`src/rtl/xbi_pkg.sv`:
```
// Shared XBI glue types: FSM encoding, width defaults, packed-count slicing.
package xbi_pkg;

  localparam int XBI_DW = 16;
  localparam int XBI_OW = 6;

  typedef enum logic [1:0] {
    ST_IDLE  = 2'd0,
    ST_COPY  = 2'd1,
    ST_DRAIN = 2'd2,
    ST_GAP   = 2'd3
  } xb_state_e;

  // Extract the pw-bit count of VC v from a flat per-VC vector (<= 64 bits).
  function automatic logic [31:0] pkt_cnt_at(input logic [63:0] flat, input int v, input int pw);
    logic [63:0] sh;
    sh = (flat >> (v * pw)) & ((64'd1 << pw) - 64'd1);
    return sh[31:0];
  endfunction

endpackage

```
`src/rtl/xbglue_rr_arb.sv`:
```
// Round-robin arbiter: first requester after the pointer wins; the pointer
// moves to the winner only when the caller commits the grant.
module xbglue_rr_arb #(
  parameter int NVC = 3
) (
  input  logic           clk,
  input  logic           rst_n,
  input  logic [NVC-1:0] req,
  input  logic           en,
  output logic [NVC-1:0] gnt
);
  localparam int PTRW = (NVC > 1) ? $clog2(NVC) : 1;

  logic [PTRW-1:0] ptr_q, gidx;

  // Scan from farthest to nearest so the nearest requester after ptr wins.
  always_comb begin
    gnt  = '0;
    gidx = ptr_q;
    for (int i = NVC; i >= 1; i--) begin
      if (req[(int'(ptr_q) + i) % NVC]) begin
        gnt = '0;
        gnt[(int'(ptr_q) + i) % NVC] = 1'b1;
        gidx = PTRW'((int'(ptr_q) + i) % NVC);
      end
    end
  end

  // Pointer starts at the last VC so VC0 wins the first arbitration.
  always_ff @(posedge clk or negedge rst_n) begin
    if (!rst_n) ptr_q <= PTRW'(NVC - 1);
    else if (en && |req) ptr_q <= gidx;
  end

endmodule

```
`src/rtl/xbglue_rr.sv`:
```
// Point-to-point XBI packet mover: picks a VC round-robin, reads a whole
// packet from the source port and replays it into the destination port.
module xbglue_rr
  import xbi_pkg::*;
#(
  parameter int NVC       = 3,
  parameter int DW        = XBI_DW,
  parameter int OW        = XBI_OW,
  parameter int PW        = 3,
  parameter int RD_LAT    = 2,
  parameter int SIZE_WORD = 3,
  parameter int LEN_ADJ   = 6,
  parameter int MIN_PKTS  = 2,
  parameter int GAP_CYC   = 2
) (
  input  logic              clk_xbar,
  input  logic              rst_xbar_n,
  output logic [NVC-1:0]    o_src_deq,
  output logic [OW-1:0]     o_src_offset,
  output logic              o_src_eop,
  input  logic [DW-1:0]     i_src_data,
  input  logic [NVC-1:0]    i_src_empty,
  output logic [NVC-1:0]    o_dst_enq,
  output logic [OW-1:0]     o_dst_offset,
  output logic [DW-1:0]     o_dst_data,
  output logic              o_dst_eop,
  input  logic [NVC-1:0]    i_dst_full,
  input  logic [NVC*PW-1:0] i_dst_packets,
  output logic              o_busy,
  output logic [15:0]       o_pkt_cnt,
  output logic              o_err
);

  localparam int GW = $clog2(GAP_CYC + 2);

  // The size word must come back before the dequeue counter can reach the
  // smallest possible last offset; otherwise the end of packet is missed.
  if (SIZE_WORD + RD_LAT >= LEN_ADJ) begin : g_chk_lat
    $fatal(1, "xbglue_rr: SIZE_WORD+RD_LAT must be < LEN_ADJ");
  end
  if (RD_LAT < 1 || DW < OW || NVC * PW > 64) begin : g_chk_w
    $fatal(1, "xbglue_rr: unsupported width/latency parameters");
  end

  xb_state_e state_q, state_d;

  logic [NVC-1:0]        empty_q;
  logic [NVC*PW-1:0]     pkts_q;
  logic [NVC-1:0]        elig, arb_gnt, gnt_q;
  logic                  arb_en;
  logic [OW-1:0]         deq_cnt, last_q, last_eff;
  logic [RD_LAT:0]       vld_pipe;
  logic [RD_LAT:0][OW-1:0] off_pipe;
  logic                  cap, len_ovf, ret_last;
  logic [OW:0]           len_sum;
  logic [GW-1:0]         gap_cnt;

  for (genvar v = 0; v < NVC; v++) begin : g_elig
    assign elig[v] = ~empty_q[v] &
                     (pkt_cnt_at(64'(pkts_q), v, PW) >= 32'(MIN_PKTS));
  end

  xbglue_rr_arb #(.NVC(NVC)) u_arb (
    .clk   (clk_xbar),
    .rst_n (rst_xbar_n),
    .req   (elig),
    .en    (arb_en),
    .gnt   (arb_gnt)
  );

  // Length capture: the size word is on i_src_data when its offset leaves
  // the pipe; last_eff forwards the new value into this cycle's compares.
  always_comb begin
    cap      = vld_pipe[RD_LAT] && (off_pipe[RD_LAT] == OW'(SIZE_WORD));
    len_sum  = {1'b0, i_src_data[OW-1:0]} + (OW+1)'(LEN_ADJ);
    len_ovf  = len_sum[OW];
    last_eff = last_q;
    if (cap) last_eff = len_ovf ? '1 : len_sum[OW-1:0];
    ret_last = vld_pipe[RD_LAT] && (off_pipe[RD_LAT] == last_eff);
  end

  // Next-state logic.
  always_comb begin
    state_d = state_q;
    arb_en  = 1'b0;
    case (state_q)
      ST_IDLE: if (|elig) begin
        arb_en  = 1'b1;
        state_d = ST_COPY;
      end
      ST_COPY:  if (deq_cnt == last_eff) state_d = ST_DRAIN;
      ST_DRAIN: if (o_dst_eop) state_d = ST_GAP;
      ST_GAP:   if (32'(gap_cnt) + 32'd1 >= 32'(GAP_CYC)) state_d = ST_IDLE;
      default:  state_d = ST_IDLE;
    endcase
  end

  assign o_busy = (state_q != ST_IDLE);

  // State, dequeue side, return pipe, enqueue side and status registers.
  always_ff @(posedge clk_xbar or negedge rst_xbar_n) begin
    if (!rst_xbar_n) begin
      state_q      <= ST_IDLE;
      empty_q      <= '0;
      pkts_q       <= '0;
      gnt_q        <= '0;
      deq_cnt      <= '0;
      last_q       <= '1;
      vld_pipe     <= '0;
      off_pipe     <= '0;
      gap_cnt      <= '0;
      o_src_deq    <= '0;
      o_src_offset <= '0;
      o_src_eop    <= 1'b0;
      o_dst_enq    <= '0;
      o_dst_offset <= '0;
      o_dst_data   <= '0;
      o_dst_eop    <= 1'b0;
      o_pkt_cnt    <= '0;
      o_err        <= 1'b0;
    end else begin
      state_q <= state_d;
      empty_q <= i_src_empty;
      pkts_q  <= i_dst_packets;

      if (arb_en) begin
        gnt_q   <= arb_gnt;
        deq_cnt <= '0;
        last_q  <= '1;
      end

      o_src_deq <= '0;
      o_src_eop <= 1'b0;
      if (state_q == ST_COPY) begin
        o_src_deq    <= gnt_q;
        o_src_offset <= deq_cnt;
        o_src_eop    <= (deq_cnt == last_eff);
        deq_cnt      <= deq_cnt + 1'b1;
      end

      if (cap) last_q <= last_eff;

      vld_pipe[0] <= (state_q == ST_COPY);
      off_pipe[0] <= deq_cnt;
      for (int i = 1; i <= RD_LAT; i++) begin
        vld_pipe[i] <= vld_pipe[i-1];
        off_pipe[i] <= off_pipe[i-1];
      end

      o_dst_enq <= '0;
      o_dst_eop <= 1'b0;
      if (vld_pipe[RD_LAT]) begin
        o_dst_enq    <= gnt_q;
        o_dst_offset <= off_pipe[RD_LAT];
        o_dst_data   <= i_src_data;
        o_dst_eop    <= ret_last;
      end

      gap_cnt <= (state_q == ST_GAP) ? gap_cnt + 1'b1 : '0;

      if (state_q == ST_DRAIN && o_dst_eop) o_pkt_cnt <= o_pkt_cnt + 16'd1;

      if ((cap && len_ovf) || |(o_dst_enq & i_dst_full)) o_err <= 1'b1;
    end
  end

endmodule

```
`config.mk`:
```
export PLATFORM = sky130hd
export DESIGN_NAME = xbglue_rr
export DESIGN_NICKNAME = d
export VERILOG_FILES = /design/src/rtl/xbi_pkg.sv /design/src/rtl/xbglue_rr_arb.sv /design/src/rtl/xbglue_rr.sv
export SDC_FILE = /design/constraint.sdc
export NUM_CORES = 1
export LEC_CHECK = 0
export CAP_MARGIN = 5
export CORE_MARGIN = 2
export CORE_UTILIZATION = 57
export DETAILED_ROUTE_END_ITERATION = 8
export DONT_BUFFER_PORTS = 1
export GPL_ROUTABILITY_DRIVEN = 0
export GPL_TIMING_DRIVEN = 0
export PLACE_DENSITY = 0.75
export SYNTH_ARGS = -nofsm -noshare
export SYNTH_HDL_FRONTEND = slang
export SYNTH_HIERARCHICAL = 1
export SYNTH_SLANG_ARGS = --single-unit
```
`constraint.sdc`:
```
create_clock -name clk_xbar -period 2.4 [get_ports clk_xbar]
set_clock_uncertainty 0.2 [all_clocks]
set_input_delay 0.48 -clock clk_xbar [delete_from_list [all_inputs] [get_ports clk_xbar]]
set_output_delay 0.48 -clock clk_xbar [all_outputs]
set_load 0.005 [all_outputs]
```
# --- After elaboration in Yosys (flattened, before gate mapping) ---
# Cells that the tools add are included.
totals:
  regBits: 107
  input_bits: 33
  out_inout_bits: 54
op_classes:
  n_addsub: 8
  div: 3
  n_lt_le_gt_ge: 10
  n_eq_ne: 10
  mux: 39
  bitwise_logic: 7
  reduce_logical: 18
op_table:
  columns: ["op", "n"]
  rows:
  - ["32-bit by 1-bit greater-or-equal comparator with 1-bit output, second input constant", 3]
  - ["32-bit by 4-bit less-than comparator with 1-bit output, second input constant", 3]
  - ["32-bit by 3-bit modulo with 32-bit output, second input constant", 3]
  - ["6-bit two-way mux", 6]
  - ["16-bit by 1-bit adder with 16-bit output, second input constant", 1]
  - ["2-bit two-way mux", 8]
  - ["3-bit two-way mux", 5]
  - ["1-bit two-way mux", 13]
  - ["6-bit equality test", 2]
  - ["3-bit by 2-bit greater-or-equal comparator with 1-bit output, second input constant", 4]
  - ["1-bit logical AND", 8]
  - ["2-bit inequality test, second input constant", 4]
  - ["2-bit one-hot mux with 4 select lines", 1]
  - ["6-bit by 3-bit adder with 7-bit output, second input constant", 1]
  - ["2-bit by 1-bit adder with 3-bit output, second input constant", 2]
  - ["2-bit by 2-bit adder with 3-bit output, second input constant", 2]
  - ["6-bit by 1-bit adder with 6-bit output, second input constant", 1]
  - ["1-bit binary-select mux with 2-bit select", 3]
  - ["1-bit demux with 2-bit select", 3]
  - ["6-bit by 2-bit equality test with 1-bit output, second input constant", 1]
  - ["2-bit nonzero test", 3]
  - ["3-bit OR reduction", 2]
  - ["2-bit equality test, second input constant", 2]
  - ["4-bit AND reduction", 1]
  - ["9 further kinds", 13]

# --- Logic depth before layout (Yosys ltp) ---
depth:
  depth_word: 9
  depth_mapped: 9
  depth_no_buf: 9

# --- Cells and area by module ---
# Netlist, hierarchy kept.
by_module_without_submodules:
  columns: ["module", "n_inst", "cells_each", "area_per_inst_um2", "seq_area_each_um2"]
  rows:
  - ["xbglue_rr", 1, 321, 4122.7, 2560.0]
  - ["xbglue_rr_arb", 1, 54, 416.6, 51.3]

# --- Least setup slack after synthesis ---
# OpenSTA, ideal clock, no wires.
synth_timing:
  kind: "reg-to-reg"
  from: "register off_pipe[15] (netlist bit)"
  to: "register state_q[1]"
  arrival_ps: 2086
  path_slack_ps: -13
  stages_incl_launch_ff: 9
  path_buffers: 1
  synth_period_minus_slack_ps: 2413
  path_cell_list: "dfrtp_1 > nor4b_4 > and2_1 > buf_2 > mux2i_1 > xor2_1 > nand4_1 > a21oi_2 > mux2_1"
synth_via:
  elab_chain_len: 6
synth_lines:
  columns: ["element", "line", "text"]
  rows:
  - ["start: declaration", "xbglue_rr.sv:53", "logic [RD_LAT:0][OW-1:0] off_pipe;"]
  - ["start signal: indexed assignment", "xbglue_rr.sv:147", "off_pipe[i] <= off_pipe[i-1];"]
  - ["6-bit by 2-bit equality test with 1-bit output", "xbglue_rr.sv:74", "cap = vld_pipe[RD_LAT] && (off_pipe[RD_LAT] == OW'(SIZE_WORD));"]
  - ["1-bit logical AND", "xbglue_rr.sv:74", null]
  - ["6-bit two-way mux", "xbglue_rr.sv:78", "if (cap) last_eff = len_ovf ? '1 : len_sum[OW-1:0];"]
  - ["6-bit equality test", "xbglue_rr.sv:91", "ST_COPY: if (deq_cnt == last_eff) state_d = ST_DRAIN;"]
  - ["2-bit inequality test (no line)", null, null]
  - ["4-bit AND reduction (no line)", null, null]
  - ["end signal: assignment", "xbglue_rr.sv:122", "state_q <= state_d;"]
  - ["end: declaration", "xbglue_rr.sv:45", "xb_state_e state_q, state_d;"]
# No other way between the ends.
# A chain may end at the register's enable or synchronous reset.

# --- Worst setup path in the final report ---
layout_timing:
  from: "register off_pipe[17] (netlist bit)"
  to: "register state_q[1]"
# Same word-level chain as after synthesis.

==> reports/metrics.sh <==
RUN_STATUS='finished with violations'
VIOLATIONS='negative hold slack, negative setup slack'
WORST_R2R_PATH_DEPTH=8
POWER_REPORT.INTERNAL_TOTAL_uW=3763
GRT_ANTENNA_BEFORE_REPAIR=0
FINAL.PERIOD_UTILIZATION=1.058
GRT_START_MAX_NET_PINS=105
WORST-ENDPOINT-REQUIRED_NS=2.45
REGTOREGENDPOINT='state_q[1]'
CRIT-REG2REG-LAUNCH='off_pipe[17]'
DETAILEDROUTE.FIRSTITERATIONVIOLATIONS=190
YS_TOP_CELLS_BY_AREA='sky130_fd_sc_hd__dfrtp_1, sky130_fd_sc_hd__mux2_2, sky130_fd_sc_hd__dfstp_2'
ROUTE.DETAILED.DRC=0
ROUTEDWLPERCELL_UM=16.51
SETUP_SLACK_PLACEMENT_NS=-0.3385
FINISH.NET_COUNT=453
WORST_SETUP_MARGIN_NS=-0.1395
CLK_LATENCY_WORST_SKEW_PAIR_NS=0.36
AREA_TAKEN_BY_MULTI_INPUT_LOGIC_GATES_UM2=1887
DIEHEIGHT_UM=93.24
MAXSLEWVIOLCOUNT=0
VIAS=2903
PLACEMENT_ROWS=32
POWER.SWITCHING_uW=1890
YOSYS.AREA.TOP_TYPE='sky130_fd_sc_hd__dfrtp_1'
SEQUENTIALPOWERSHARE=0.445
SYNTHTOLAYOUTAREAGROWTH_PCT=14.11
SYN_AVG_CELL_AREA_UM2=12.10
CLK_TRANSITION_REPORTED_PATHS_NS=0.10
SWITCHING_PORTION_OF_TOTAL_POWER=0.3343
SYNTH_WARNINGS=6
CTS_ROOT_BUF='sky130_fd_sc_hd__clkbuf_8'
LAYOUT-DRIVE-GT1-SHARE=0.2276
N_FILL_CELL=550
SYN-CELL-AREA_UM2=4539
CTS.PATH.MAX_BUFFERS=2
POSTCTSHOLDBUFS=9
DETAILEDPLACEMENTHPWL_MM=5.611
FILLER_FREE_CELL_COUNT_OF_THE_FINISHED_DESIGN=515
CTS_SINK_COUNT=104
ANTENNA_CELLS=0
WORST-R2R-SETUP-SLACK_NS=-0.14
PLACED_CELLS=477
FINAL_DESIGN_UTILIZATION=0.6703
SYNTH.TOP_CELLS.BY_COUNT='sky130_fd_sc_hd__dfrtp_1, sky130_fd_sc_hd__mux2_2, sky130_fd_sc_hd__nand2_1, sky130_fd_sc_hd__inv_1, sky130_fd_sc_hd__xnor2_1'
HOLD_PATH.CLASS='input port to asynchronous set/reset pin'
CTS-HTREE-LEVELS=3
GRT_PASS1_VIAS=2872
POWER_LEAKAGE_uW=0.002378
DRT-VIAS-PER-INSTANCE=5.637
GRT_USAGE=0.2066
MAX-CAP-VIOLATIONS=0
RSZ_0062_RAISED_AFTER_GLOBAL_ROUTING='yes'
ANTENNA_VIOLATING_NETS_POST_ROUTE=0
SYNTH_EDF_COUNT=0
WIRELENGTH_MM=8.504
START_UTIL=0.5874
WORST_SETUP_PATH_START_KIND='flip-flop'
DRT_PASS1_ITERATIONS=4
DIE-AREA_UM2=8694
YOSYSTOPAREACELLSHARE=0.5347
SHARE_COMB_OF_TOTAL_POWER=0.348
GLOBAL_ROUTE.OVERFLOW_TOTAL=0
P_PER_CELL_AREA_nW_PER_UM2=1091
MAX_SLEW_MARGIN=0.5567
TRITONCTS='yes'
P_TOTAL_uW=5652
SYNTH.FF_LATCH_COUNT=104
FINAL.MIN_CLOCK_PERIOD_NS=2.540
IO_PINS=87
MAPPEDNETLISTNETS=420
POST-SYNTH-TOP-COUNT-CELL='sky130_fd_sc_hd__dfrtp_1'
SETUP-VIOLATIONS-FINAL=2
CORE_UM2=7727
YOSYSSEQAREASHARE=0.5752
NETLIST-CELL-TYPE-COUNT=51
FINALHOLDWORSTSLACK_NS=-0.3962
CTS_MADE_BUFFERS=9
DIE_W_UM=93.24
POSTSYNTHCELLCOUNT=375
FMAX_MHz=393.8
HOLD_VIOL=104
ARRIVAL_TIME_OF_THE_WORST_SETUP_PATH_NS=2.59
CRITICAL_PATH.ENDPOINT='state_q[1]'
YS_ASYNC_SR_FRACTION=1.000
SETUP.WORST_PATH.CLASS='flip-flop to flip-flop'
P_CLK_FRAC=0.207
POWER.IR.VDD_WORST_mV=0.6699
CP-STARTPOINT='off_pipe[17]'
PORT_BUFFERS=0
YOSYS_MOST_USED_DFF='sky130_fd_sc_hd__dfrtp_1'
FIRST_PASS_GRT_WIRE_LENGTH_MM=13.96
WORSTSETUPENDPOINTTYPE='flip-flop'
WORST-SLEW-PIN-TRANSITION_NS=0.6650
CRITPATHMAXFANOUT=7
LAYOUT.AREA.SEQ_UM2=2611
## cell type report
| class | count | area share |
|---|---|---|
| Buffer | 10 | 0.01256 |
| Clock buffer | 9 | 0.02391 |
| Clock inverter | 7 | 0.01836 |
| Inverter | 20 | 0.01449 |
| Multi-Input combinational cell | 240 | 0.3643 |
| Sequential cell | 104 | 0.5041 |
| Tap cell | 102 | 0.02464 |
| Timing Repair Buffer | 23 | 0.03768 |
## layer usage
layer | track usage | share of wire
met2 | 0.3219 | 0.47
met4 | 0.08946 | 0.021
met3 | 0.05238 | 0.070
met1 | 0.2756 | 0.44
met5 | 0 | 0
## through the flow
step | TNS [ns] | cell area, µm²
floorplan | 0 | 4543
global placement | -0.4438 | 4671
detailed placement | -0.4891 | 4671
CTS | -0.1462 | 5141
global route | -0.4309 | 5180
finish | -0.2183 | 5180
## state kept, by name, summed over array words and instances (netlist names)
signal,count
deq_cnt,6
empty_q,3
gap_cnt,2
gnt_q,3
last_q,6
o_dst_data,16
o_dst_enq,3
o_dst_eop,1
o_dst_offset,6
o_err,1
o_pkt_cnt,16
o_src_deq,3
o_src_eop,1
o_src_offset,6
off_pipe,18
pkts_q,6
state_q,2
u_arb/ptr_q,2
vld_pipe,3
## worst max-delay path, cell delays in order (launching register included)
cell and delay, ns:
sky130_fd_sc_hd__dfrtp_1 0.42, sky130_fd_sc_hd__nor4b_4 0.32, sky130_fd_sc_hd__buf_6 0.20, sky130_fd_sc_hd__a21o_1 0.20
sky130_fd_sc_hd__a21oi_2 0.09, sky130_fd_sc_hd__nor4_4 0.28, sky130_fd_sc_hd__nand4_1 0.19, sky130_fd_sc_hd__a21oi_2 0.21
sky130_fd_sc_hd__mux2_4 0.31
## worst min-delay path by stage
stage	cells after the start	endpoint
floorplan	0	deq_cnt[0]
global placement	0	o_dst_data[12]
detailed placement	0	o_dst_data[12]
CTS	0	off_pipe[14]
global route	0	o_dst_data[2]
finish	0	o_dst_data[14]
## kinds of logic (layout without fill, tap and decap cells)
logic type               after synthesis  in the layout  synth area share
AO/OA/AOI/OAI                         53             53           0.08352
XOR/XNOR                              28             28           0.05402
adder cells (fa/ha/maj)               12             12           0.03308
buffers and inverters                 31             69           0.03032
flip-flops                           104            104            0.5752
multiplexers                          37             37           0.09013
AND/OR/NAND/NOR                      110            110            0.1337
## power by group through the flow
stage	registers, µW	clock network (µW)	logic (µW)
floorplan	2460	0	1400
global placement	2530	0	1640
detailed placement	2550	0	1700
CTS	2510	1200	1910
global route	2580	1280	2180
finish	2510	1170	1970
## cell usage in the layout, fill, tap and decap left out, drive strengths merged, types with 9 or more instances in the layout
master	synthesis	routed
nand2	28	28
inv	20	21
ha	12	12
dlygate4sd3	0	9
xnor2	18	18
a21oi	9	9
nand3	17	17
xor2	10	10
dfrtp	97	97
clkbuf	6	14
o21ai	13	13
and2	11	11
nor2	16	16
mux2	31	31
buf	5	19
## timing repair
action,in CTS,in global routing
resized for setup,16,5
pin swaps,6,0
cloned,0,0
buffers inserted,10,4
setup endpoints to repair,3,6
endpoints found under the hold margin,113,104
Note: power is estimated with default switching activity, not from simulation.
